File: config.mk
export PLATFORM = sky130hd
export DESIGN_NAME = accel_spi_responder
export DESIGN_NICKNAME = d
export VERILOG_FILES = /design/src/rtl/accel_spi_pkg.sv /design/src/rtl/spi_edge_sync.sv /design/src/rtl/accel_spi_responder.sv
export SDC_FILE = /design/constraint.sdc
export NUM_CORES = 1
export LEC_CHECK = 0
export ABC_AREA = 1
export CAP_MARGIN = 5
export CORE_MARGIN = 2
export CORE_UTILIZATION = 30
export DETAILED_ROUTE_END_ITERATION = 12
export DONT_BUFFER_PORTS = 1
export HOLD_SLACK_MARGIN = 0.15
export MAX_ROUTING_LAYER = met4
export PLACE_DENSITY = 0.43
export SLEW_MARGIN = 0
export SYNTH_ARGS = -nofsm -noshare
export SYNTH_HDL_FRONTEND = slang
export SYNTH_HIERARCHICAL = 1
export SYNTH_SLANG_ARGS = --single-unit
File: constraint.sdc
create_clock -name CLK100MHZ -period 4.15 [get_ports CLK100MHZ]
set_clock_uncertainty 0.15 [all_clocks]
set_input_delay 0.83 -clock CLK100MHZ [delete_from_list [all_inputs] [get_ports CLK100MHZ]]
set_output_delay 0.83 -clock CLK100MHZ [all_outputs]
set_load 0.005 [all_outputs]
File: src/rtl/accel_spi_pkg.sv
// Shared constants, register map and FSM state type for the accelerometer SPI responder.
package accel_spi_pkg;

  localparam logic [7:0] CmdWrite    = 8'h0A;
  localparam logic [7:0] CmdRead     = 8'h0B;
  localparam logic [7:0] CmdFifoRead = 8'h0D;

  localparam logic [7:0] DevIdAd  = 8'hAD;
  localparam logic [7:0] DevIdMst = 8'h1D;
  localparam logic [7:0] RevId    = 8'h01;

  localparam logic [5:0] AddrDevIdAd   = 6'h00;
  localparam logic [5:0] AddrDevIdMst  = 6'h01;
  localparam logic [5:0] AddrPartId    = 6'h02;
  localparam logic [5:0] AddrRevId     = 6'h03;
  localparam logic [5:0] AddrXdataL    = 6'h0E;
  localparam logic [5:0] AddrXdataH    = 6'h0F;
  localparam logic [5:0] AddrYdataL    = 6'h10;
  localparam logic [5:0] AddrYdataH    = 6'h11;
  localparam logic [5:0] AddrZdataL    = 6'h12;
  localparam logic [5:0] AddrZdataH    = 6'h13;
  localparam logic [5:0] AddrSoftReset = 6'h1F;
  localparam logic [5:0] AddrStoreLo   = 6'h20;
  localparam logic [5:0] AddrPowerCtl  = 6'h2D;
  localparam logic [5:0] AddrStoreHi   = 6'h2E;

  localparam logic [7:0] SoftResetKey = 8'h52;

  // Storage 0x20..0x2E is indexed by the low address nibble.
  localparam int unsigned NumStore    = 15;
  localparam logic [3:0]  PowerCtlIdx = 4'hD;

  typedef enum logic [2:0] {
    StIdle,
    StCmd,
    StAddr,
    StWdata,
    StRdata,
    StIgnore
  } state_e;

  function automatic logic is_store(input logic [5:0] addr);
    return (addr >= AddrStoreLo) && (addr <= AddrStoreHi);
  endfunction

endpackage

File: src/rtl/spi_edge_sync.sv
// Synchronizes SCLK/CSN/MOSI into the system clock domain and produces single-cycle edge pulses.
module spi_edge_sync #(
  parameter int unsigned SyncStages = 2
) (
  input  logic clk_i,
  input  logic rst_ni,
  input  logic sclk_i,
  input  logic csn_i,
  input  logic mosi_i,
  output logic sclk_rise_o,
  output logic sclk_fall_o,
  output logic csn_fall_o,
  output logic csn_rise_o,
  output logic mosi_o
);

  logic [SyncStages-1:0] sclk_sync_q;
  logic [SyncStages-1:0] csn_sync_q;
  logic [SyncStages-1:0] mosi_sync_q;
  logic                  sclk_prev_q;
  logic                  csn_prev_q;

  logic sclk_s;
  logic csn_s;

  assign sclk_s = sclk_sync_q[SyncStages-1];
  assign csn_s  = csn_sync_q[SyncStages-1];

  // CSN resets low so a select held low across reset release is not seen as a fresh fall.
  always_ff @(posedge clk_i or negedge rst_ni) begin
    if (!rst_ni) begin
      sclk_sync_q <= '0;
      csn_sync_q  <= '0;
      mosi_sync_q <= '0;
      sclk_prev_q <= 1'b0;
      csn_prev_q  <= 1'b0;
    end else begin
      sclk_sync_q <= {sclk_sync_q[SyncStages-2:0], sclk_i};
      csn_sync_q  <= {csn_sync_q[SyncStages-2:0], csn_i};
      mosi_sync_q <= {mosi_sync_q[SyncStages-2:0], mosi_i};
      sclk_prev_q <= sclk_s;
      csn_prev_q  <= csn_s;
    end
  end

  assign sclk_rise_o = sclk_s & ~sclk_prev_q;
  assign sclk_fall_o = ~sclk_s & sclk_prev_q;
  assign csn_fall_o  = ~csn_s & csn_prev_q;
  assign csn_rise_o  = csn_s & ~csn_prev_q;
  assign mosi_o      = mosi_sync_q[SyncStages-1];

endmodule

File: src/rtl/accel_spi_responder.sv
// SPI mode-0 register responder emulating an accelerometer; the soft-reset register at 0x1F
// exists only when ACCEL_RESP_SOFTRESET_EN is defined.
module accel_spi_responder
  import accel_spi_pkg::*;
#(
  parameter int unsigned SYNC_STAGES = 2,
  parameter logic [7:0]  PARTID      = 8'hF2
) (
  input  logic               CLK100MHZ,
  input  logic               rst_n,
  input  logic               ACL_SCLK,
  input  logic               ACL_CSN,
  input  logic               ACL_MOSI,
  output logic               ACL_MISO,
  input  logic signed [15:0] x_val,
  input  logic signed [15:0] y_val,
  input  logic signed [15:0] z_val,
  output logic [7:0]         power_ctl,
  output logic               txn_done,
  output logic               txn_err
);

  logic sclk_rise;
  logic sclk_fall;
  logic csn_fall;
  logic csn_rise;
  logic mosi_s;

  spi_edge_sync #(
    .SyncStages(SYNC_STAGES)
  ) u_edge_sync (
    .clk_i      (CLK100MHZ),
    .rst_ni     (rst_n),
    .sclk_i     (ACL_SCLK),
    .csn_i      (ACL_CSN),
    .mosi_i     (ACL_MOSI),
    .sclk_rise_o(sclk_rise),
    .sclk_fall_o(sclk_fall),
    .csn_fall_o (csn_fall),
    .csn_rise_o (csn_rise),
    .mosi_o     (mosi_s)
  );

  state_e      state_q, state_d;
  logic [2:0]  bit_cnt_q, bit_cnt_d;
  logic [6:0]  rx_q, rx_d;
  logic [5:0]  addr_q, addr_d;
  logic [7:0]  tx_q, tx_d;
  logic        miso_q, miso_d;
  logic        done_q, done_d;
  logic        err_q, err_d;
  logic        got_byte_q, got_byte_d;
  logic        wr_mode_q, wr_mode_d;
  logic [15:0] snap_x_q, snap_x_d;
  logic [15:0] snap_y_q, snap_y_d;
  logic [15:0] snap_z_q, snap_z_d;
  logic [7:0]  store_q [NumStore];
  logic [7:0]  store_d [NumStore];

  logic [7:0]  rx_byte;
  logic [5:0]  rd_addr;
  logic [7:0]  rd_data;

  assign rx_byte = {rx_q, mosi_s};

  // The first read byte is fetched from the address just received; later ones from addr_q + 1.
  assign rd_addr = (state_q == StAddr) ? rx_byte[5:0] : addr_q + 6'd1;

  always_comb begin
    rd_data = 8'h00;
    case (rd_addr)
      AddrDevIdAd:  rd_data = DevIdAd;
      AddrDevIdMst: rd_data = DevIdMst;
      AddrPartId:   rd_data = PARTID;
      AddrRevId:    rd_data = RevId;
      AddrXdataL:   rd_data = snap_x_q[7:0];
      AddrXdataH:   rd_data = snap_x_q[15:8];
      AddrYdataL:   rd_data = snap_y_q[7:0];
      AddrYdataH:   rd_data = snap_y_q[15:8];
      AddrZdataL:   rd_data = snap_z_q[7:0];
      AddrZdataH:   rd_data = snap_z_q[15:8];
      default: begin
        if (is_store(rd_addr)) begin
          rd_data = store_q[rd_addr[3:0]];
        end
      end
    endcase
  end

  always_comb begin
    state_d    = state_q;
    bit_cnt_d  = bit_cnt_q;
    rx_d       = rx_q;
    addr_d     = addr_q;
    tx_d       = tx_q;
    miso_d     = miso_q;
    done_d     = 1'b0;
    err_d      = 1'b0;
    got_byte_d = got_byte_q;
    wr_mode_d  = wr_mode_q;
    snap_x_d   = snap_x_q;
    snap_y_d   = snap_y_q;
    snap_z_d   = snap_z_q;
    store_d    = store_q;

    if (csn_rise) begin
      // Any partial byte in rx_q is simply dropped here.
      state_d    = StIdle;
      bit_cnt_d  = 3'd0;
      rx_d       = '0;
      miso_d     = 1'b0;
      done_d     = (state_q != StIdle) && got_byte_q;
      got_byte_d = 1'b0;
    end else if (csn_fall) begin
      state_d    = StCmd;
      bit_cnt_d  = 3'd0;
      rx_d       = '0;
      miso_d     = 1'b0;
      got_byte_d = 1'b0;
      snap_x_d   = x_val;
      snap_y_d   = y_val;
      snap_z_d   = z_val;
    end else if (state_q != StIdle) begin
      if (sclk_rise) begin
        rx_d      = rx_byte[6:0];
        bit_cnt_d = bit_cnt_q + 3'd1;
        if (bit_cnt_q == 3'd7) begin
          got_byte_d = 1'b1;
          unique case (state_q)
            StCmd: begin
              if (rx_byte == CmdWrite) begin
                state_d   = StAddr;
                wr_mode_d = 1'b1;
              end else if (rx_byte == CmdRead) begin
                state_d   = StAddr;
                wr_mode_d = 1'b0;
              end else begin
                state_d = StIgnore;
                err_d   = 1'b1;
              end
            end
            StAddr: begin
              addr_d = rx_byte[5:0];
              if (wr_mode_q) begin
                state_d = StWdata;
              end else begin
                state_d = StRdata;
                tx_d    = rd_data;
              end
            end
            StWdata: begin
              if (is_store(addr_q)) begin
                store_d[addr_q[3:0]] = rx_byte;
              end
`ifdef ACCEL_RESP_SOFTRESET_EN
              else if ((addr_q == AddrSoftReset) && (rx_byte == SoftResetKey)) begin
                store_d = '{default: '0};
              end
`endif
              addr_d = addr_q + 6'd1;
            end
            StRdata: begin
              addr_d = addr_q + 6'd1;
              tx_d   = rd_data;
            end
            default: ;
          endcase
        end
      end

      if (sclk_fall && (state_q == StRdata)) begin
        miso_d = tx_q[7];
        tx_d   = {tx_q[6:0], 1'b0};
      end
    end
  end

  always_ff @(posedge CLK100MHZ or negedge rst_n) begin
    if (!rst_n) begin
      state_q    <= StIdle;
      bit_cnt_q  <= 3'd0;
      rx_q       <= '0;
      addr_q     <= '0;
      tx_q       <= '0;
      miso_q     <= 1'b0;
      done_q     <= 1'b0;
      err_q      <= 1'b0;
      got_byte_q <= 1'b0;
      wr_mode_q  <= 1'b0;
      snap_x_q   <= '0;
      snap_y_q   <= '0;
      snap_z_q   <= '0;
      store_q    <= '{default: '0};
    end else begin
      state_q    <= state_d;
      bit_cnt_q  <= bit_cnt_d;
      rx_q       <= rx_d;
      addr_q     <= addr_d;
      tx_q       <= tx_d;
      miso_q     <= miso_d;
      done_q     <= done_d;
      err_q      <= err_d;
      got_byte_q <= got_byte_d;
      wr_mode_q  <= wr_mode_d;
      snap_x_q   <= snap_x_d;
      snap_y_q   <= snap_y_d;
      snap_z_q   <= snap_z_d;
      store_q    <= store_d;
    end
  end

  assign ACL_MISO  = miso_q;
  assign power_ctl = store_q[PowerCtlIdx];
  assign txn_done  = done_q;
  assign txn_err   = err_q;

endmodule
# --- After elaboration in Yosys (flattened, before gate mapping) ---
# Index checks and enable logic that the tools add are counted.
op_classes:
  n_eq_ne: 17
  reduce_logical: 27
  addsub: 2
  bitwise_logic: 12
  magnitude_cmp: 7
  mux: 52
ops:
  columns: ["operator", "n"]
  rows:
  - ["$bwmux W120", 1]
  - ["$pmux W8 S10", 1]
  - ["$mux W8", 8]
  - ["$mux W3", 12]
  - ["$bmux W8 S4", 1]
  - ["$demux W8 S4", 1]
  - ["$mux W7", 4]
  - ["$eq A6 B5 Y1 const B", 4]
  - ["$reduce_and A7 Y1", 3]
  - ["$mux W1", 20]
  - ["$reduce_bool A3 Y1", 6]
  - ["$eq A8 B4 Y1 const B", 2]
  - ["$pmux W8 S2", 1]
  - ["$eq A6 B2 Y1 const B", 2]
  - ["$eq A6 B4 Y1 const B", 2]
  - ["$ge A6 B6 Y1 const B", 2]
  - ["$le A6 B6 Y1 const B", 2]
  - ["$pmux W6 S2", 1]
  - ["$ge A5 B5 Y1 const B", 2]
  - ["$not A4 Y5", 2]
  - ["$reduce_bool A2 Y1", 4]
  - ["$add A6 B1 Y6 const B", 1]
  - ["$eq A3 B2 Y1 const B", 2]
  - ["$eq A3 B3 Y1 const B", 2]
  - ["other kinds (17)", 31]
word_totals:
  elab_cells: 150
  ff_bits: 208
  input_bits: 53
  out_inout_bits: 11

# --- Logic depth before layout (Yosys ltp) ---
# Gate-level depths: netlist of run 1.
depth:
  depth_word: 13
  ltp_mapped: 18
  ltp_nobuf: 16

# --- Cells and area by module ---
# Netlist of run 1, hierarchy kept.
modules_own_cells:
  columns: ["module", "instances", "cells_per_inst", "area_each_um2", "seq_area_each_um2"]
  rows:
  - ["accel_spi_responder", 1, 1281, 10153.5, 5004.8]
  - ["spi_edge_sync", 1, 16, 230.2, 200.2]

# --- Worst setup path after synthesis of run 1 ---
# OpenSTA, ideal clock, no wires.
synth_timing:
  kind: "reg-to-reg"
  startpoint: "register addr_q[0]"
  endpoint: "register tx_q[4]"
  stages_incl_launch_ff: 16
  slack_ns: 2.033
  path_buffers: 0
  arrival_ns: 1.845
  synth_period_minus_slack_ns: 2.117
  setup_time_ns: 0.122
  required_time_ns: 3.878
  cell_sequence: "dfrtp_1 -> ha_1 -> inv_1 -> nand2_1 -> nand2_1 -> nand2_1 -> nand2_1 -> inv_1 -> a21oi_1 -> nand2_1 -> nand2_1 -> inv_1 -> nand2_1 -> nand3_1 -> nand2_1 -> a21oi_2"
synth_between:
  elab_chain_len: 13
  elab_cells_between_ends: 26
  classes_between: "add/sub: 1; order compare: 2; eq/ne: 9; mux: 11; bitwise: 1; reduce/logical: 2"
synth_lines:
  columns: ["element", "line_no", "text"]
  rows:
  - ["from (decl)", "accel_spi_responder.sv:47", "logic [5:0] addr_q, addr_d;"]
  - ["from (signal assigned)", "accel_spi_responder.sv:198", "addr_q <= addr_d;"]
  - ["$add A6 B1 Y6 (*)", "accel_spi_responder.sv:67", "assign rd_addr = (state_q == StAddr) ? rx_byte[5:0] : addr_q + 6'd1;"]
  - ["$mux W6 (*)", "accel_spi_responder.sv:67", null]
  - ["$not A4 Y5 (not written as such)", "accel_spi_responder.sv:84", "rd_data = store_q[rd_addr[3:0]];"]
  - ["$bmux W8 S4", "accel_spi_responder.sv:84", null]
  - ["$mux W8 (not written as such) (2 in series)", "accel_spi_responder.sv:84", null]
  - ["$mux W8", "accel_spi_responder.sv:83", "if (is_store(rd_addr)) begin"]
  - ["$pmux W8 S10 (*)", "accel_spi_responder.sv:71", "case (rd_addr)"]
  - ["$mux W8", "accel_spi_responder.sv:144", "if (wr_mode_q) begin"]
  - ["$pmux W8 S2 (*)", "accel_spi_responder.sv:129", "unique case (state_q)"]
  - ["$mux W8 (*)", "accel_spi_responder.sv:127", "if (bit_cnt_q == 3'd7) begin"]
  - ["$mux W8 (*)", "accel_spi_responder.sv:124", "if (sclk_rise) begin"]
  - ["$mux W8 (*)", "accel_spi_responder.sv:171", "if (sclk_fall && (state_q == StRdata)) begin"]
  - ["to (signal assigned)", "accel_spi_responder.sv:199", "tx_q <= tx_d;"]
  - ["to (decl)", "accel_spi_responder.sv:48", "logic [7:0] tx_q, tx_d;"]
# Every way passes the cells marked *; elsewhere a longest branch is shown, timed or not. The select of a mux whose other input is x is not followed.
# A chain may end at the register's enable or synchronous reset.

# --- Worst setup path in the final report of run 1 ---
layout_timing:
  startpoint: "register state_q[0]"
  endpoint: "register tx_q[6]"
layout_between:
  elab_chain_len: 13
  elab_cells_between_ends: 34
  classes_between: "order compare: 2; eq/ne: 12; mux: 11; bitwise: 1; reduce/logical: 8"
layout_lines:
  columns: ["element", "line_no", "text"]
  rows:
  - ["from (decl)", "accel_spi_responder.sv:44", "state_e state_q, state_d;"]
  - ["from (signal assigned)", "accel_spi_responder.sv:180", "state_q <= StIdle;"]
  - ["from (signal assigned)", "accel_spi_responder.sv:195", "state_q <= state_d;"]
  - ["$eq A3 B2 Y1", "accel_spi_responder.sv:67, accel_spi_responder.sv:129", null]
  - ["$mux W6", "accel_spi_responder.sv:67", null]
  - ["$not A4 Y5 (not written as such)", "accel_spi_responder.sv:84", null]
  - ["$bmux W8 S4", "accel_spi_responder.sv:84", null]
  - ["$mux W8 (not written as such) (2 in series)", "accel_spi_responder.sv:84", null]
  - ["$mux W8", "accel_spi_responder.sv:83", null]
  - ["$pmux W8 S10", "accel_spi_responder.sv:71", null]
  - ["$mux W8", "accel_spi_responder.sv:144", null]
  - ["$pmux W8 S2", "accel_spi_responder.sv:129", null]
  - ["$mux W8", "accel_spi_responder.sv:127", null]
  - ["$mux W8", "accel_spi_responder.sv:124", null]
  - ["$mux W8", "accel_spi_responder.sv:171", null]
# Several ways; a longest one is shown, not always the timed one. The select of a mux whose other input is x is not followed.

==> results of run 1 <==
## per-stage QoR
| step | total power, mW | hold slack [ns] | std cells | instance area, um2 | setup slack (ns) |
|---|---|---|---|---|---|
| final | 4.68 | -0.120 | 1744 | 11600 | 0.949 |
| after floorplan | 2.38 | 0.181 | 1297 | 10400 | 2.03 |
| after CTS | 4.75 | -0.156 | 1744 | 11600 | 0.909 |
| after detailed placement | 2.45 | 0.196 | 1703 | 10700 | 0.935 |
| after global routing | 4.87 | -0.148 | 1744 | 11600 | 0.662 |
| after global placement | 2.44 | 0.196 | 1703 | 10700 | 0.947 |
## how the worst min path moves through the flow
stage	from	endpoint	slack (ns)	cells after the start
floorplan	u_edge_sync/csn_sync_q[0]	u_edge_sync/csn_sync_q[1]	0.18	0
detailed placement	u_edge_sync/mosi_sync_q[0]	u_edge_sync/mosi_sync_q[1]	0.20	0
global route	rst_n	store_q[75]	-0.15	0
finish	rst_n	store_q[75]	-0.12	0
global placement	u_edge_sync/sclk_sync_q[0]	u_edge_sync/sclk_sync_q[1]	0.20	0
CTS	rst_n	rx_q[1]	-0.16	0
## metal layers
layer / GRT usage / vias to the layer above / share of wire
li1: - / 4092 / -
met1: 0.259 / 3956 / 0.51
met2: 0.262 / 140 / 0.43
met5: - / - / 0
met4: 0.0388 / 0 / 0.018
met3: 0.0247 / 40 / 0.042
## worst max-delay path: cells and delay by family (launching register included)
family	cells	cell delay, ns
buffers and inverters	1	0.14
flip-flops	1	0.43
AO/OA/AOI/OAI	1	0.27
AND/OR/NAND/NOR	10	2.08
## synthesized netlist by cell type, types with 5 or more instances
| library cell | number | share of area |
|---|---|---|
| nand3_1 | 99 | 0.048 |
| nor2_1 | 82 | 0.030 |
| clkbuf_1 | 29 | 0.010 |
| nand2_1 | 416 | 0.15 |
| o22ai_1 | 11 | 0.0066 |
| buf_2 | 14 | 0.0067 |
| o21ai_0 | 142 | 0.068 |
| mux2_2 | 37 | 0.040 |
| buf_4 | 10 | 0.0072 |
| o21ai_1 | 10 | 0.0048 |
| nor2_4 | 7 | 0.0076 |
| nor3_1 | 5 | 0.0024 |
| dfrtp_1 | 208 | 0.50 |
| inv_1 | 130 | 0.047 |
| a21oi_1 | 33 | 0.016 |
| nand3_2 | 11 | 0.011 |
| ha_1 | 6 | 0.0072 |
| buf_1 | 5 | 0.0018 |
## state kept, by name, indices dropped and copies added (netlist names), 6 cells and up
signal     count
rx_q           7
snap_y_q      16
power_ctl      8
snap_z_q      16
addr_q         6
tx_q           8
snap_x_q      16
store_q      112
## cells in the final DEF (no fill, tap or decap), drive strengths merged, types with 13 or more instances in the layout
master	n
mux2	37
dfrtp	208
o21ai	155
clkbuf	36
nand3	111
a21oi	35
buf	13
inv	132
nor2	94
nand2	424
## report_power, final
group	switching, mW	internal (mW)	total (mW)
logic	0.103	0.0912	0.195
clock network	0.854	1.42	2.27
registers	0.0676	2.15	2.21
total	1.02	3.65	4.68
## cell families (layout without fill, tap and decap cells)
family,Yosys count,after routing,share of synthesized area
AO/OA/AOI/OAI,206,206,0.104
buffers and inverters,195,187,0.0787
adder cells (fa/ha/maj),6,6,0.00723
flip-flops,208,208,0.501
multiplexers,38,38,0.0411
AND/OR/NAND/NOR,644,644,0.268
## final cells by class
type	count	area, um2
fill	3621	22700
sequential	208	5200
multi-input combinational	894	4360
tap	455	569
clock buffer	36	707
clock inverter	5	125
timing repair buffer	13	110
inverter	133	499
==> impl_metrics.tcl, run 1 <==
set metrics [dict create \
    status "finished, violations left" \
    violations "negative hold slack" \
    crit_path_frequent_cell "nand2_1" \
    synth-edff-count 0 \
    vdd_drop_max_v 0.000241 \
    cts_resized 0 \
    setup-tns-final_ns 0 \
    drtPass1Iterations 5 \
    routed_wl_mm 30.6 \
    worstSetupEndpointType "flip-flop" \
    synthFlopType "dfrtp_1" \
    nNetsFinal 1334 \
    clk_latency_ns 0.52 \
    finalCritPeriodShare 0.771 \
    antenna_found_initial 1 \
    clock-sinks 208 \
    synth_cell_type_count 39 \
    worstPathRequired_ns 4.41 \
    grt_max_degree 209 \
    relSlewSlack 0.327 \
    crit_start "state_q[0]" \
    slowest_delay_ns 0.45 \
    synth_cells 1297 \
    numCtsBuffers 25 \
    cp_max_fo 28 \
    dpl.hpwl_mm 20.5 \
    setup_viol 0 \
    track_usage 0.178 \
    first_global_vias 8154 \
    syn_area_um2 10400 \
    die_y_um 190 \
    min_period_ns 3.20 \
    overflow 0 \
    syn_nets 1356 \
    clkTransAtPathRegs_ns 0.06 \
    maxCapViolCount 0 \
    avgViaCountPerCell 4.72 \
    crit_path_end "tx_q[6]" \
    dieArea_um2 36100 \
    areaGrowthSynthToFinish_pct 11.5 \
    max_freq_mhz 312 \
    clk_path_buf_depth 3 \
    avgSynthCellArea_um2 8.01 \
    hp-class "input pin to asynchronous set/reset pin" \
    rows 68 \
    yosysSeqAreaShare 0.501 \
    rsz0062_at_grt "false" \
    drt_iter0_markers 614 \
    worst_pin_slew_ns 1.01 \
    hold_viol 208 \
    async_flop_share 1.00 \
    drc 0 \
    critPathKind "flip-flop to flip-flop" \
    detail-route-antenna-nets 0 \
    cts-root-buf "clkbuf_16" \
    port-buffer-count 0 \
    synth_seq_cells 208 \
    whs_ns -0.120 \
    die-width_um 190 \
    layout-drive-gt1-share 0.0962 \
    p_leak_nw 5.39 \
    worstReg2RegEnd "tx_q[6]" \
    r2r_setup_slack_ns 0.95 \
    crit_slowest_cell "nand2_2" \
    post-route-util 0.338 \
    arrival_ns 3.46 \
    start_util 0.303 \
    synth_warnings 6 \
    vias 8228 \
    worstReg2RegStart "state_q[0]" \
    cellPowerDensity_nw_per_um2 404 \
    cts_setup_buffers 0 \
    grt_pass1_wl_mm 48.3 \
    gp_congestion 0.835 \
    cts.htree.levels 1 \
    worstRegToRegCells 12 \
    post_drt_wl_per_cell_um 17.5 \
    slew_viol_final 0 \
    core_area_um2 34300 \
    crit_path_start_kind "flip-flop" \
    cts_tree "done" \
    diodes 0 \
    io_pins 64 \
    path_cells "nor2_4 -> nand2_4 -> nand2_2 -> nand2_2 -> nand2_1 -> nor2_1 -> nand2_1 -> inv_1 -> a21oi_1 -> nand3_1 -> nand2_1 -> nand2_1" \
]
Power figures use the tool's default switching activity.
==> run 2, diff against run 1 <==
==> constraint.sdc (replaced) <==
create_clock -name CLK100MHZ -period 3 [get_ports CLK100MHZ]
set_clock_uncertainty 0.15 [all_clocks]
set_input_delay 0.6 -clock CLK100MHZ [delete_from_list [all_inputs] [get_ports CLK100MHZ]]
set_output_delay 0.6 -clock CLK100MHZ [all_outputs]
set_load 0.005 [all_outputs]
==> run 2 against run 1 <==
Effect of this change:
- the run still ends with negative hold slack left
- cell count grew 4.5%
- worst hold slack lost 0.23 ns
- first-iteration DRC count rose by 8.3%
- die area is the same
- combinational power up 71%
- critical endpoint unchanged
- largest cell class unchanged
- largest power group unchanged
==> impl_metrics.tcl, run 2 (synthesized netlist as in run 1, its figures left out) <==
set metrics [dict create \
    min_period_ns 2.68 \
    grt_max_degree 209 \
    cp_max_fo 12 \
    start_util 0.303 \
    finalCritPeriodShare 0.894 \
    worstReg2RegEnd "tx_q[6]" \
    dieArea_um2 36100 \
    clock-sinks 208 \
    dpl_worst_slack_ns 0.152 \
    routed_wl_mm 30.7 \
    clkTransAtPathRegs_ns 0.06 \
    hold_buffers 51 \
    diodes 0 \
    post-route-util 0.363 \
    clk_path_buf_depth 3 \
    die-width_um 190 \
    drt_iter0_markers 665 \
    slew_viol_final 0 \
    fillers 3571 \
    p_leak_nw 5.80 \
    largest_reg_flops 112 \
    maxCapViolCount 0 \
    crit_path_frequent_cell "nand2_1" \
    drtPass1Iterations 5 \
    p_int_mw 5.52 \
    clk_latency_ns 0.53 \
    hold_viol 208 \
    dpl.hpwl_mm 20.8 \
    first_global_vias 8359 \
    switching_share 0.214 \
    cp.depth 13 \
    cellPowerDensity_nw_per_um2 565 \
    dp_cells 1724 \
    cts_tree "done" \
    worstRegToRegCells 13 \
    r2r_setup_slack_ns 0.32 \
    top_register "store_q" \
    crit_path_end "tx_q[6]" \
    vdd_drop_max_v 0.000384 \
    max_freq_mhz 373 \
    detail-route-antenna-nets 0 \
    post_dp_cell_area_um2 10900 \
    status "finished, violations left" \
    switching_power_mw 1.51 \
    areaGrowthSynthToFinish_pct 19.8 \
    path_cells "inv_1 -> ha_1 -> inv_1 -> nand2_1 -> o21ai_4 -> buf_4 -> a21oi_1 -> o21ai_0 -> nand2_1 -> o21ai_1 -> nand3_1 -> nand2_1 -> nand2_1" \
    finish.instance_area_um2 12400 \
    rsz0062_at_grt "false" \
    violations "negative hold slack" \
    slowest_delay_ns 0.41 \
    whs_ns -0.353 \
    setup_slack_ns 0.317 \
    drc 0 \
    avgViaCountPerCell 4.68 \
    crit_slowest_cell "dfrtp_1" \
    io_pins 64 \
    numCtsBuffers 26 \
    layout-drive-gt1-share 0.115 \
    layout_commonest_cell "nand2_1" \
    nNetsFinal 1407 \
    fin_cells 1822 \
    setup-tns-final_ns 0 \
    worstReg2RegStart "addr_q[0]" \
    post_drt_wl_per_cell_um 16.8 \
    worstPathRequired_ns 3.26 \
    arrival_ns 2.94 \
    cts.htree.levels 1 \
    overflow 0 \
    die_y_um 190 \
    rows 68 \
    worstSetupEndpointType "flip-flop" \
    grt_pass1_wl_mm 49.1 \
    critPathKind "flip-flop to flip-flop" \
    crit_start "addr_q[0]" \
    worst-path-buf-inv 3 \
    mostFrequentLayoutCells "nand2_1 (415), dfrtp_1 (208), o21ai_0 (141), inv_1 (130), nand3_1 (99)" \
    combPwrFrac 0.047 \
    clkPwrFrac 0.516 \
    vias 8535 \
    gp_congestion 0.820 \
    hp-class "input pin to asynchronous set/reset pin" \
    port-buffer-count 0 \
    relSlewSlack 0.537 \
    critPathTopFamily "compound AO/OA/AOI/OAI gates" \
    cts-root-buf "clkbuf_16" \
    core_area_um2 34300 \
    pwr-share-seq 0.437 \
    worst_pin_slew_ns 0.694 \
    finalPower_mw 7.03 \
    track_usage 0.179 \
    antenna_found_initial 0 \
    setup_viol 0 \
    crit_path_start_kind "flip-flop" \
]
run 2: repair_timing:
action | in CTS | in global routing
setup buffers | 0 | 0
resized for setup | 0 | 1
endpoints found under the hold margin | 259 | 208
endpoints found under the setup margin | 0 | 1
run 2: final cells by class:
class	count	area [um2]	area share
sequential	208	5200	0.418
tap	455	569	0.0458
timing repair buffer	85	791	0.0636
inverter	133	499	0.0401
clock buffer	34	762	0.0612
clock inverter	13	250	0.0201
multi-input combinational	894	4360	0.351
run 2: worst register-to-register path, cell delays in order (launching register included):
cell and delay (ns):
dfrtp_1 0.41, inv_1 0.14, ha_1 0.35, inv_1 0.06, nand2_1 0.08, o21ai_4 0.21
buf_4 0.27, a21oi_1 0.06, o21ai_0 0.26, nand2_1 0.10, o21ai_1 0.25, nand3_1 0.12
nand2_1 0.07, nand2_1 0.04
run 2: worst min-delay path by stage:
stage,slack [ns],cells after the start,start,endpoint
global placement,0.17,0,rst_n,store_q[66]
finish,-0.35,0,rst_n,store_q[99]
CTS,-0.40,0,rst_n,u_edge_sync/csn_sync_q[0]
floorplan,0.15,0,rst_n,ACL_MISO
detailed placement,0.17,0,rst_n,store_q[99]
global route,-0.38,0,rst_n,store_q[58]
run 2: metal layers:
layer	part of all wire	vias to the layer above	global-route usage
met2	0.44	144	0.262
met1	0.51	4106	0.268
met5	0	-	-
met4	0.017	0	0.0376
met3	0.039	39	0.0168
li1	-	4246	-
run 2: power by group through the flow:
stage | sequential [mW] | combinational, mW | clock [mW]
after CTS | 3.07 | 0.337 | 3.73
final | 3.07 | 0.333 | 3.63
after global routing | 3.09 | 0.378 | 3.82
after floorplan | 3.08 | 0.217 | 0
after global placement | 3.12 | 0.276 | 0
after detailed placement | 3.12 | 0.281 | 0
==> run 3, diff against run 2 <==
--- a/config.mk
+++ b/config.mk
@@ -8,12 +8,12 @@
 export ABC_AREA = 1
 export CAP_MARGIN = 5
 export CORE_MARGIN = 2
-export CORE_UTILIZATION = 30
+export CORE_UTILIZATION = 43
 export DETAILED_ROUTE_END_ITERATION = 12
 export DONT_BUFFER_PORTS = 1
 export HOLD_SLACK_MARGIN = 0.15
 export MAX_ROUTING_LAYER = met4
-export PLACE_DENSITY = 0.43
+export PLACE_DENSITY = 0.57
 export SLEW_MARGIN = 0
 export SYNTH_ARGS = -nofsm -noshare
 export SYNTH_HDL_FRONTEND = slang
==> run 3 against run 2 <==
Effect of this change:
- the run still ends with negative hold slack left
- non-clock buffer count is 5 lower
- core utilization is 15 points higher
- sequential power hardly changed
- critical path depth stayed put
- final area is 3.3% lower
- highest routed layer unchanged
==> impl_metrics.tcl, run 3 (synthesized netlist as in run 1, its figures left out) <==
set metrics [dict create \
    diodes 0 \
    p_leak_nw 5.67 \
    fillers 2267 \
    start_util 0.440 \
    status "finished, violations left" \
    seq_area_um2 5200 \
    dp_cells 1580 \
    nNetsFinal 1400 \
    routed_wl_mm 28.5 \
    hold_buffers 51 \
    port-buffer-count 0 \
    worstSetupEndpointType "flip-flop" \
    maxCapViolCount 0 \
    pwr-share-seq 0.485 \
    die-width_um 159 \
    worstReg2RegStart "state_q[0]" \
    rows 56 \
    finish.instance_area_um2 12000 \
    relSlewSlack 0.397 \
    post_drt_wl_per_cell_um 17.0 \
    numCtsBuffers 24 \
    slew_viol_final 0 \
    overflow 0 \
    violations "negative hold slack" \
    clkTransAtPathRegs_ns 0.06 \
    top_register "store_q" \
    clkPwrFrac 0.463 \
    first_global_vias 8203 \
    crit_slowest_cell "o21ai_4" \
    drt_iter0_markers 919 \
    vias 8582 \
    multi_input_area_um2 4370 \
    hold_viol 208 \
    setup_viol 0 \
    cellPowerDensity_nw_per_um2 529 \
    switching_share 0.229 \
    layout-drive-gt1-share 0.106 \
    cts.htree.levels 1 \
    avgViaCountPerCell 5.11 \
    cts-root-buf "clkbuf_16" \
    cts_tree "done" \
    io_pins 64 \
    fin_cells 1678 \
    min_period_ns 2.70 \
    clock-sinks 208 \
    core_area_um2 23600 \
    arrival_ns 3.00 \
    crit_path_start_kind "flip-flop" \
    path_cells "nor2_4 -> nand2_4 -> o21ai_4 -> nand2_1 -> nor2_1 -> nand2_1 -> inv_1 -> nand2_1 -> nand4_1 -> nor2_1 -> nand2_1 -> nand2_1 -> nand2_1" \
    dieArea_um2 25400 \
    grt_max_degree 209 \
    antenna_found_initial 0 \
    gp_congestion 0.894 \
    post_dp_cell_area_um2 10700 \
    worst-path-buf-inv 1 \
    critPathTopFamily "simple AND/OR/NAND/NOR gates" \
    slowest_delay_ns 0.50 \
    die_y_um 159 \
    dpl.hpwl_mm 18.8 \
    critPathKind "flip-flop to flip-flop" \
    drtPass1Iterations 5 \
    finalCritPeriodShare 0.900 \
    whs_ns -0.357 \
    layout_commonest_cell "nand2_1" \
    switching_power_mw 1.45 \
    cp_max_fo 18 \
    rsz0062_at_grt "false" \
    max_freq_mhz 370 \
    vdd_drop_max_v 0.000423 \
    cp.depth 13 \
    setup-tns-final_ns 0 \
    clk_path_buf_depth 3 \
    grt_pass1_wl_mm 46.1 \
    largest_reg_flops 112 \
    drc 0 \
    worst_pin_slew_ns 0.901 \
    combPwrFrac 0.052 \
    mostFrequentLayoutCells "nand2_1 (414), dfrtp_1 (208), o21ai_0 (142), inv_1 (130), nand3_1 (99)" \
    worstPathRequired_ns 3.30 \
    worstRegToRegCells 13 \
    crit_path_frequent_cell "nand2_1" \
    track_usage 0.233 \
    hp-class "input pin to asynchronous set/reset pin" \
    crit_start "state_q[0]" \
    detail-route-antenna-nets 0 \
    clk_latency_ns 0.52 \
    p_int_mw 4.90 \
    areaGrowthSynthToFinish_pct 15.8 \
]
## run 3: routing by layer
| layer | global-route usage | vias up | wire length [um] | share of wire |
|---|---|---|---|---|
| li1 | - | 4218 | - | - |
| met1 | 0.350 | 4103 | 14000 | 0.49 |
| met2 | 0.336 | 220 | 12300 | 0.43 |
| met3 | 0.0359 | 41 | 1600 | 0.056 |
| met4 | 0.0442 | 0 | 542 | 0.019 |
| met5 | - | - | 0 | 0 |
## run 3: timing repair
action | CTS | global route
buffers inserted | 0 | 3
hold endpoints to repair | 259 | 208
gates resized for setup | 0 | 2
endpoints found under the setup margin | 0 | 8
## run 3: final timing paths
check                      slack, ns                   endpoint
max                             0.30                    tx_q[0]
min                            -0.36                store_q[74]
max reg2reg                     0.30                    tx_q[0]
min reg2reg                     0.20  u_edge_sync/csn_sync_q[1]
max in group asynchronous       2.75                store_q[56]
min in group CLK100MHZ          0.20  u_edge_sync/csn_sync_q[1]
## run 3: cell type report
cell class                      count  area share
Sequential cell                   208       0.433
Multi-Input combinational cell    894       0.364
Timing Repair Buffer               80      0.0626
Clock buffer                       38      0.0611
Inverter                          133      0.0415
Tap cell                          319      0.0332
Clock inverter                      6     0.00510
## run 3: power by group through the flow
stage | logic, mW | registers [mW] | clock network, mW
CTS | 0.328 | 3.08 | 2.99
detailed placement | 0.274 | 3.13 | 0
global placement | 0.268 | 3.12 | 0
finish | 0.331 | 3.08 | 2.94
global route | 0.370 | 3.09 | 3.11
floorplan | 0.217 | 3.08 | 0
## run 3: per-stage QoR
stage	setup WS [ns]	hold slack [ns]	utilization	power, mW
final	0.299	-0.357	0.509	6.36
after CTS	0.0366	-0.381	0.508	6.39
after global placement	0.157	0.169	0.453	3.39
after floorplan	0.883	0.154	-	3.29
after detailed placement	0.0648	0.168	0.453	3.40
after global routing	0.0438	-0.385	0.509	6.58
